--- src/rtl/cnn_pkg.sv ---
// Constants and helpers shared by the IFM feeder, the sliding-window line buffer
// and the convolution controller.
package cnn_pkg;

    typedef enum logic [1:0] {
        ST_IDLE   = 2'd0,
        ST_STREAM = 2'd1,
        ST_FLUSH  = 2'd2
    } feeder_state_t;

    // Shifts needed before the oldest tap holds a pixel (two pixels per shift).
    function automatic int fill_shifts(input int fifo_size);
        return (fifo_size + 1) / 2;
    endfunction

    // Pixel index sitting on the top-left tap at the first full shift (0 or 1).
    function automatic int fill_tap(input int fifo_size);
        return 2 * fill_shifts(fifo_size) - fifo_size;
    endfunction

    localparam int CNN_DATA_WIDTH       = 32;
    localparam int CNN_IFM_SIZE         = 32;
    localparam int CNN_KERNAL_SIZE      = 5;
    localparam int CNN_FIFO_SIZE        = (CNN_KERNAL_SIZE - 1) * CNN_IFM_SIZE + CNN_KERNAL_SIZE;
    localparam int CNN_S0               = fill_shifts(CNN_FIFO_SIZE);
    localparam int CNN_T0               = fill_tap(CNN_FIFO_SIZE);
    localparam int CNN_IFM_SIZE_NEXT    = CNN_IFM_SIZE - CNN_KERNAL_SIZE + 1;
    localparam int CNN_ADDRESS_SIZE_IFM = $clog2(CNN_IFM_SIZE * CNN_IFM_SIZE);
    localparam int CNN_POS_BITS         = $clog2(CNN_IFM_SIZE);

endpackage

--- src/rtl/ifm_window_feeder_window_position_tracker.sv ---
// Follows line-buffer shifts and reports where the window on the taps sits,
// flagging only complete windows that do not straddle an IFM row boundary.
module window_position_tracker
    import cnn_pkg::*;
#(
    parameter int IFM_SIZE    = CNN_IFM_SIZE,
    parameter int KERNAL_SIZE = CNN_KERNAL_SIZE,
    parameter int FIFO_SIZE   = (KERNAL_SIZE - 1) * IFM_SIZE + KERNAL_SIZE,
    parameter int POS_BITS    = $clog2(IFM_SIZE),
    parameter int SW          = $clog2(IFM_SIZE * IFM_SIZE)
) (
    input  logic                clk_i,
    input  logic                rst_ni,
    input  logic                clear_i,
    input  logic                shift_i,
    output logic                valid_o,
    output logic                done_o,
    output logic [POS_BITS-1:0] row_o,
    output logic [POS_BITS-1:0] col_o
);

    localparam logic [SW-1:0]       S0_C   = SW'(fill_shifts(FIFO_SIZE));
    localparam logic [SW-1:0]       S_LAST = SW'(IFM_SIZE * IFM_SIZE / 2);
    localparam logic [POS_BITS-1:0] T0_C   = POS_BITS'(fill_tap(FIFO_SIZE));
    localparam logic [POS_BITS-1:0] LIM    = POS_BITS'(IFM_SIZE - KERNAL_SIZE);
    localparam logic [POS_BITS:0]   IFM_W  = (POS_BITS + 1)'(IFM_SIZE);
    localparam logic [POS_BITS:0]   STEP   = (POS_BITS + 1)'(2);

    logic [SW-1:0]       s_q, s_d;
    logic [POS_BITS-1:0] row_q, row_d, col_q, col_d;
    logic [POS_BITS-1:0] win_row_q, win_row_d, win_col_q, win_col_d;
    logic                valid_q, valid_d, done_q, done_d;
    logic [POS_BITS:0]   col_step;

    always_comb begin
        s_d       = s_q;
        row_d     = row_q;
        col_d     = col_q;
        win_row_d = win_row_q;
        win_col_d = win_col_q;
        valid_d   = 1'b0;
        done_d    = 1'b0;
        col_step  = {1'b0, col_q} + STEP;
        if (clear_i) begin
            s_d   = '0;
            row_d = '0;
            col_d = '0;
        end else if (shift_i) begin
            s_d = s_q + SW'(1);
            if (s_d == S0_C) begin
                row_d = '0;
                col_d = T0_C;
            end else if (s_d > S0_C) begin
                // Tap position advances two pixels per shift, wrapping into the next row.
                if (col_step >= IFM_W) begin
                    col_d = POS_BITS'(col_step - IFM_W);
                    row_d = row_q + POS_BITS'(1);
                end else begin
                    col_d = col_step[POS_BITS-1:0];
                end
            end
            valid_d = (s_d >= S0_C) && (row_d <= LIM) && (col_d <= LIM);
            if (valid_d) begin
                win_row_d = row_d;
                win_col_d = col_d;
            end
            done_d = (s_d == S_LAST);
        end
    end

    always_ff @(posedge clk_i) begin
        if (!rst_ni) begin
            s_q       <= '0;
            row_q     <= '0;
            col_q     <= '0;
            win_row_q <= '0;
            win_col_q <= '0;
            valid_q   <= 1'b0;
            done_q    <= 1'b0;
        end else begin
            s_q       <= s_d;
            row_q     <= row_d;
            col_q     <= col_d;
            win_row_q <= win_row_d;
            win_col_q <= win_col_d;
            valid_q   <= valid_d;
            done_q    <= done_d;
        end
    end

    assign valid_o = valid_q;
    assign done_o  = done_q;
    assign row_o   = win_row_q;
    assign col_o   = win_col_q;

endmodule

--- src/rtl/ifm_window_feeder.sv ---
// Streams one IFM channel from the dual-port RAM into the two-pixel line buffer
// and reports the window position on the buffer taps.
module ifm_window_feeder
    import cnn_pkg::*;
#(
    parameter int DATA_WIDTH       = CNN_DATA_WIDTH,
    parameter int IFM_SIZE         = CNN_IFM_SIZE,
    parameter int KERNAL_SIZE      = CNN_KERNAL_SIZE,
    parameter int FIFO_SIZE        = (KERNAL_SIZE - 1) * IFM_SIZE + KERNAL_SIZE,
    parameter int ADDRESS_SIZE_IFM = $clog2(IFM_SIZE * IFM_SIZE),
    parameter int POS_BITS         = $clog2(IFM_SIZE)
) (
    input  logic                        clk,
    input  logic                        reset,
    input  logic                        start,
    input  logic                        hold,
    output logic                        ifm_enable,
    output logic [ADDRESS_SIZE_IFM-1:0] ifm_address_1,
    output logic [ADDRESS_SIZE_IFM-1:0] ifm_address_2,
    output logic                        fifo_enable,
    output logic                        window_valid,
    output logic [POS_BITS-1:0]         window_row,
    output logic [POS_BITS-1:0]         window_col,
    output logic                        busy,
    output logic                        done,
    output feeder_state_t               dbg_state
);

    localparam int               KW     = ADDRESS_SIZE_IFM - 1;
    localparam logic [KW-1:0]    K_LAST = KW'(IFM_SIZE * IFM_SIZE / 2 - 1);

    if ((IFM_SIZE % 2) != 0 || DATA_WIDTH < 1) begin : g_param_check
        $error("ifm_window_feeder: IFM_SIZE must be even and DATA_WIDTH positive");
    end

    feeder_state_t state_q, state_d;
    logic [KW-1:0] k_q, k_d;
    logic          fifo_en_q;
    logic          issue;
    logic          clear_track;
    logic          track_done;

    always_comb begin
        state_d     = state_q;
        k_d         = k_q;
        issue       = 1'b0;
        clear_track = 1'b0;
        case (state_q)
            ST_IDLE: begin
                if (start) begin
                    state_d     = ST_STREAM;
                    k_d         = '0;
                    clear_track = 1'b1;
                end
            end
            ST_STREAM: begin
                if (!hold) begin
                    issue = 1'b1;
                    k_d   = k_q + KW'(1);
                    if (k_q == K_LAST) begin
                        state_d = ST_FLUSH;
                    end
                end
            end
            ST_FLUSH: begin
                // Last read is already in flight; leave once its window has been flagged.
                if (track_done) begin
                    state_d = ST_IDLE;
                end
            end
            default: state_d = ST_IDLE;
        endcase
    end

    always_ff @(posedge clk) begin
        if (!reset) begin
            state_q   <= ST_IDLE;
            k_q       <= '0;
            fifo_en_q <= 1'b0;
        end else begin
            state_q   <= state_d;
            k_q       <= k_d;
            fifo_en_q <= issue;
        end
    end

    window_position_tracker #(
        .IFM_SIZE    (IFM_SIZE),
        .KERNAL_SIZE (KERNAL_SIZE),
        .FIFO_SIZE   (FIFO_SIZE),
        .POS_BITS    (POS_BITS),
        .SW          (ADDRESS_SIZE_IFM)
    ) u_tracker (
        .clk_i   (clk),
        .rst_ni  (reset),
        .clear_i (clear_track),
        .shift_i (fifo_en_q),
        .valid_o (window_valid),
        .done_o  (track_done),
        .row_o   (window_row),
        .col_o   (window_col)
    );

    assign ifm_enable    = issue;
    assign ifm_address_1 = (state_q == ST_STREAM) ? {k_q, 1'b0} : '0;
    assign ifm_address_2 = (state_q == ST_STREAM) ? {k_q, 1'b1} : '0;
    assign fifo_enable   = fifo_en_q;
    assign busy          = (state_q != ST_IDLE);
    assign done          = track_done;
    assign dbg_state     = state_q;

endmodule
--- config.mk ---
export PLATFORM = sky130hd
export DESIGN_NAME = ifm_window_feeder
export DESIGN_NICKNAME = d
export VERILOG_FILES = /design/src/rtl/cnn_pkg.sv /design/src/rtl/ifm_window_feeder_window_position_tracker.sv /design/src/rtl/ifm_window_feeder.sv
export SDC_FILE = /design/constraint.sdc
export NUM_CORES = 1
export LEC_CHECK = 0
export CAP_MARGIN = 20
export CORE_MARGIN = 1.5
export CORE_UTILIZATION = 45
export DETAILED_ROUTE_END_ITERATION = 12
export GPL_TIMING_DRIVEN = 0
export PLACE_DENSITY = 0.66
export SYNTH_ARGS = -nofsm -noshare
export SYNTH_HDL_FRONTEND = slang
export SYNTH_SLANG_ARGS = --single-unit
--- constraint.sdc ---
create_clock -name clk -period 3.3 [get_ports clk]
set_input_delay 0.99 -clock clk [delete_from_list [all_inputs] [get_ports clk]]
set_output_delay 0.99 -clock clk [all_outputs]
set_load 0.02 [all_outputs]
==> metrics, run 1 <==
clk sinks 44; gr busiest metal met2; P_int 0.0006986 W; WHS Path Cells 2; P_sw 0.0002348 W; Synth Register Bits 44; Setup-failing EPs final 0; Critical R2R Launch u_tracker.s_q[0]; Vias 2286; initial antenna violation count 0; Final Cycle Share 91.18%; std cell rows 27; DRC violations left 0; Die X 77.98 um; largest net degree at the start of global routing 14; Reg power frac 57.7%; Mean Syn Cell Area 8.187 sq um; Die Y 77.98 um; Clock transition at path regs 0.08 ns; clock root buffer master clkbuf_8; Syn-to-layout area delta 21.76%; first drt pass iteration count 5; Hold Fails Final Rpt 0; TritonCTS clock tree yes; H-Tree Level Count 2; worst-path maximum fanout 12; Inserted Clock Buffers 5; max_cap viols 0; commonest non-fill, non-tap cells in the layout dfxtp_1 (44), nor2_1 (39), clkdlybuf4s50_1 (37), nand2_1 (28), a21oi_1 (20); Cell Area, Synth 2530 sq um; unrepaired setup endpoints after global routing no; Min-Delay Path Class flop to flop; CP Launch Point dbg_state[1]; Port-buffer cells 38; top_reg_cell synth dfxtp_1; Antenna Cells 0; R2R Path End u_tracker.col_o[0]; R2R Setup Slk 0.36 ns; Synth Instances 309; Worst Skew 0.003193 ns; hpwl dp 4.255 mm; GR Util met3 4.824%; antenna-violating nets left 0; synthesized net count 319; CTS max path bufs 2; Die Area 6081 sq um; sw frac 25.15%; met2 Use GR 29.74%; postcts setup bufs 0; Starting Density 46.23%; DRT iter0 DRCs 100; Post-synth EDFFs 0; setup_tns 0 ns; Synth async-reset ratio 0%; GRT Util Overall 19.92%; critical path type flop to primary output; critical path arrival 2.02 ns; GPL Wtd Cong 0.8279; static leakage 1.131 nW; CORE AREA 5473 sq um; fraction of layout cells with a size suffix above 1 9.915%; Critical Path RT 2.31 ns; crit end category primary output; depth of the worst register-to-register path 10; Via density 5.379; status completed; vias in the first global route 1982; critical path launch point type flop; Combinational Power Share 6.6%; Cell variety after synth 51; Synthesis Warnings 0; Cell Pwr Density 303.0 nW/um^2; total grt overflow 0; boundary pin count 41; commonest non-fill, non-tap cell in the layout dfxtp_1; worst vdd ir 0.1622 mV; post-synthesis sequential area ratio 34.82%; clock share of power 35.7%; hold_buf cts 0; Slew headroom 49.31%; clk_lat worst skew 0.30 ns; cts repair resizes 0; Critical Path End ifm_address_2[7]; Achievable Freq 332.3 MHz; met1 global-route usage 28.07%; routed len/inst 13.43 um; final max-slew violation count 0; first-pass GRT wire length 9.563 mm; min cycle time layout 3.009 ns; slew at the pin with the worst max-slew slack 0.7587 ns; final hold slack 0.4630 ns; final wirelength 5.709 mm; Final nets 363
## power groups by stage
stage          clock, W  sequential, W  combinational (W)
3_3_place_gp          0       0.000551          0.0000619
5_1_grt        0.000362       0.000539          0.0000686
4_1_cts        0.000345       0.000538          0.0000630
6_report       0.000333       0.000538          0.0000620
2_1_floorplan         0       0.000551          0.0000386
3_5_place_dp          0       0.000551          0.0000627
## registers in the layout, summed over array words and instances (netlist names)
name / flops
u_tracker.col_q: 5
u_tracker.row_q: 5
u_tracker.col_o: 5
k_q: 9
u_tracker.s_q: 10
dbg_state: 2
u_tracker.valid_o: 1
u_tracker.row_o: 5
u_tracker.done_o: 1
fifo_enable: 1
## cells in the mapped netlist (all sizes together) (2+ instances only)
library cell / number / area share [%]
inv: 8 / 1.2
nor2: 40 / 6.6
nand3: 16 / 3.2
a21oi: 21 / 4.3
dfxtp: 44 / 35
or3: 6 / 1.7
ha: 6 / 3.0
nand2b: 2 / 0.49
a31oi: 3 / 0.74
o21a: 2 / 0.59
and3: 5 / 1.2
nand2: 29 / 4.6
and4: 2 / 0.69
o31ai: 2 / 1.1
mux2i: 5 / 2.0
and2: 14 / 3.5
nand4: 8 / 2.0
nor4: 7 / 1.7
xnor2: 5 / 2.0
clkbuf: 9 / 1.3
buf: 15 / 5.0
a22o: 2 / 1.0
a311o: 2 / 1.2
o21ai: 14 / 2.8
nor3: 11 / 2.2
xor2: 16 / 5.5
## stage by stage
| step | power (W) | utilization [%] | instances | setup slack, ns | instance area [sq um] |
|---|---|---|---|---|---|
| 3_3_place_gp | 0.0006127 | 54.82 | 419 | 0.01482 | 3000 |
| 6_report | 0.0009335 | 56.29 | 425 | 0.2910 | 3080 |
| 2_1_floorplan | 0.0005900 | - | 309 | 0.7853 | 2530 |
| 4_1_cts | 0.0009458 | 56.31 | 426 | 0.006236 | 3082 |
| 5_1_grt | 0.0009697 | 56.29 | 425 | 0.1134 | 3080 |
| 3_5_place_dp | 0.0006134 | 54.82 | 419 | 0.01298 | 3000 |
## critical path, stage by stage, from the launching register on
cell,delay (ns)
dfxtp_1,0.36
nand2b_1,0.22
inv_1,0.26
and2_1,0.19
buf_4,0.10
clkdlybuf4s50_1,0.59
## layer usage
layer,vias up,part of all wire (%)
met1,1050,50
met2,68,42
met3,9,5.8
met5,-,0
li1,1159,-
met4,0,1.7
## worst min path at each step
stage | start | to
after floorplan | u_tracker.col_q[0] | u_tracker.col_q[0]
after global placement | u_tracker.row_o[2] | u_tracker.row_o[2]
after detailed placement | u_tracker.row_o[2] | u_tracker.row_o[2]
after CTS | u_tracker.col_o[1] | u_tracker.col_o[1]
after global routing | u_tracker.col_o[1] | u_tracker.col_o[1]
final | u_tracker.col_o[1] | u_tracker.col_o[1]
## kinds of logic (layout without fill, tap and decap cells)
kind of cell	Yosys count	after routing	synth area share, %
multiplexers	5	5	1.978
AO/OA/AOI/OAI	56	56	16.02
other	1	1	0.1482
AND/OR/NAND/NOR	144	144	28.93
buffers and inverters	32	76	7.567
flip-flops	44	44	34.82
XOR/XNOR	21	21	7.567
adder cells (fa/ha/maj)	6	6	2.967
## cell type report
| cell class | count | area, sq um |
|---|---|---|
| Fill cell | 506 | 2392 |
| Multi-Input combinational cell | 233 | 1458 |
| Sequential cell | 44 | 880.8 |
| Timing Repair Buffer | 38 | 382.9 |
| Buffer | 23 | 157.7 |
| Tap cell | 72 | 90.09 |
| Clock buffer | 5 | 68.82 |
| Inverter | 8 | 30.03 |
| Clock inverter | 2 | 12.51 |
(Power assumes the default switching activity.)
==> run 2, diff against run 1 <==
--- a/config.mk
+++ b/config.mk
@@ -10,7 +10,7 @@
 export CORE_UTILIZATION = 45
 export DETAILED_ROUTE_END_ITERATION = 12
 export GPL_TIMING_DRIVEN = 0
-export PLACE_DENSITY = 0.66
+export PLACE_DENSITY = 0.79
 export SYNTH_ARGS = -nofsm -noshare
 export SYNTH_HDL_FRONTEND = slang
 export SYNTH_SLANG_ARGS = --single-unit
==> metrics, run 2 (synthesis results as in run 1) <==
final wirelength 5.516 mm (was 5.709 mm); Starting Density 46.23% (unchanged); Die X 77.98 um (unchanged); Min-Delay Path Class flop to flop (unchanged); Critical Path RT 2.31 ns (about the same); HP Start u_tracker.row_o[4] (was u_tracker.col_o[1]); Combinational Power Share 6.7% (was 6.6%); Worst Skew 0.005146 ns (was 0.003193 ns); critical path arrival 1.99 ns (was 2.02 ns); DRC violations left 0 (unchanged); Cell Pwr Density 299.8 nW/um^2 (was 303.0 nW/um^2); Clock transition at path regs 0.08 ns (about the same); std cell rows 27 (unchanged); Most flops, register u_tracker.s_q (unchanged); P_sw 0.0002252 W (was 0.0002348 W); Reg area 880.8 sq um (unchanged); GPL Wtd Cong 0.9030 (was 0.8279); max_cap viols 0 (unchanged); Post-DP Area 3000 sq um (unchanged); Final nets 363 (unchanged); Port-buffer cells 38 (unchanged); footprint of the multi-input gates 1458 sq um (unchanged); clk sinks 44 (unchanged); TritonCTS clock tree yes (unchanged); Hold Fails Final Rpt 0 (unchanged); CTS max path bufs 2 (unchanged); Die Area 6081 sq um (unchanged); clock root buffer master clkbuf_8 (unchanged); FILL cells 508 (was 506); postcts setup bufs 0 (unchanged); crit end category primary output (unchanged); Achievable Freq 335.6 MHz (was 332.3 MHz); Largest regs u_tracker.s_q (10), k_q (9) (unchanged); final core utilization 56.29% (unchanged); CP Launch Point dbg_state[1] (unchanged); Via density 5.381 (was 5.379); H-Tree Level Count 2 (unchanged); total grt overflow 0 (unchanged); hold_buf cts 0 (unchanged); Inserted Clock Buffers 5 (unchanged); first-pass GRT wire length 9.632 mm (was 9.563 mm); min cycle time layout 2.980 ns (was 3.009 ns); sw frac 24.38% (was 25.15%); clock share of power 35.1% (was 35.7%); R2R Setup Slk 0.45 ns (was 0.36 ns); largest net degree at the start of global routing 14 (unchanged); slew at the pin with the worst max-slew slack 0.7353 ns (was 0.7587 ns); clk_lat worst skew 0.30 ns (about the same); Critical R2R Launch u_tracker.s_q[0] (unchanged); Syn-to-layout area delta 21.76% (unchanged); boundary pin count 41 (unchanged); Hold Path End u_tracker.row_o[4] (was u_tracker.col_o[1]); Vias 2287 (was 2286); vias in the first global route 2120 (was 1982); status completed (unchanged); WHS Path Cells 2 (unchanged); critical path type flop to primary output (unchanged); final max-slew violation count 0 (unchanged); GRT Util Overall 19.67% (was 19.92%); first drt pass iteration count 4 (was 5); fraction of layout cells with a size suffix above 1 9.915% (unchanged); commonest non-fill, non-tap cell in the layout dfxtp_1 (unchanged); worst vdd ir 0.2038 mV (was 0.1622 mV); Final Cycle Share 90.29% (was 91.18%); met1 wire length 2.520 mm (was 2.860 mm); R2R Path End u_tracker.col_o[0] (unchanged); Setup-failing EPs final 0 (unchanged); commonest non-fill, non-tap cells in the layout dfxtp_1 (44), nor2_1 (39), clkdlybuf4s50_1 (37), nand2_1 (28), a21oi_1 (20) (unchanged); P_int 0.0006984 W (was 0.0006986 W); setup_tns 0 ns (unchanged); Antenna Cells 0 (unchanged); met3 wirelength from detailed routing 268 um (was 333 um); initial antenna violation count 0 (unchanged); hpwl dp 4.040 mm (was 4.255 mm); antenna-violating nets left 0 (unchanged); unrepaired setup endpoints after global routing no (unchanged); CORE AREA 5473 sq um (unchanged); Reg power frac 58.3% (was 57.7%); max reg flops 10 (unchanged); static leakage 1.131 nW (unchanged); Highest Signal Layer met4 (unchanged); DRT iter0 DRCs 127 (was 100); routed wl met2 2.648 mm (was 2.418 mm); Design Area, Final 3080 sq um (unchanged); depth of the worst register-to-register path 10 (unchanged); worst-path maximum fanout 12 (unchanged); routed len/inst 12.98 um (was 13.43 um); critical path launch point type flop (unchanged); Die Y 77.98 um (unchanged); Slew headroom 50.88% (was 49.31%)
==> run 2: cell counts in the layout (fill, tap and decap cells not counted) <==
Identical to the previous run, type by type.
==> run 2: how the worst max path moves through the flow <==
stage | end | slack [ns] | cells past startpoint
after floorplan | u_tracker.col_o[0] | 0.79 | 10
after global placement | ifm_enable | 0.04 | 3
after detailed placement | ifm_enable | 0.04 | 3
after CTS | ifm_enable | 0.04 | 3
after global routing | ifm_address_2[1] | 0.14 | 5
final | ifm_address_2[2] | 0.32 | 5
==> run 2: final cells by class <==
type,count,share of cell area (%)
Multi-Input combinational cell,233,47.32
Sequential cell,44,28.59
Timing Repair Buffer,38,12.43
Buffer,23,5.118
Tap cell,72,2.924
Clock buffer,5,2.234
Inverter,8,0.9748
Clock inverter,2,0.4062
==> run 2: worst max-delay path: stages, from the launching register on <==
cell	delay, ns
dfxtp_1	0.36
nand2b_1	0.21
inv_1	0.23
and2_1	0.20
buf_4	0.11
clkdlybuf4s50_1	0.58
==> run 2: per-layer routing <==
metal | global-route usage, % | vias up
met5 | 0 | -
met4 | 6.607 | 0
met3 | 3.529 | 6
met2 | 32.26 | 67
met1 | 26.00 | 1058
li1 | - | 1156
==> run 2: repair_timing <==
item,CTS,global route
endpoints found under the hold margin,0,0
resized for setup,0,1
endpoints found under the setup margin,0,5
==> run 2: per-stage QoR <==
stage | hold WS [ns] | setup WS [ns] | power (W) | instances
2_1_floorplan | 0.4371 | 0.7853 | 0.0005900 | 309
3_3_place_gp | 0.4472 | 0.04185 | 0.0006127 | 419
3_5_place_dp | 0.4580 | 0.04411 | 0.0006129 | 419
4_1_cts | 0.4698 | 0.04411 | 0.0009339 | 426
5_1_grt | 0.4922 | 0.1404 | 0.0009603 | 425
6_report | 0.4635 | 0.3204 | 0.0009236 | 425
==> run 2: power groups by stage <==
| stage | clock network, W | logic [W] | registers [W] |
|---|---|---|---|
| after floorplan | 0 | 0.0000386 | 0.000551 |
| after global placement | 0 | 0.0000620 | 0.000551 |
| after detailed placement | 0 | 0.0000621 | 0.000551 |
| after CTS | 0.000333 | 0.0000625 | 0.000538 |
| after global routing | 0.000352 | 0.0000687 | 0.000539 |
| final | 0.000324 | 0.0000617 | 0.000538 |
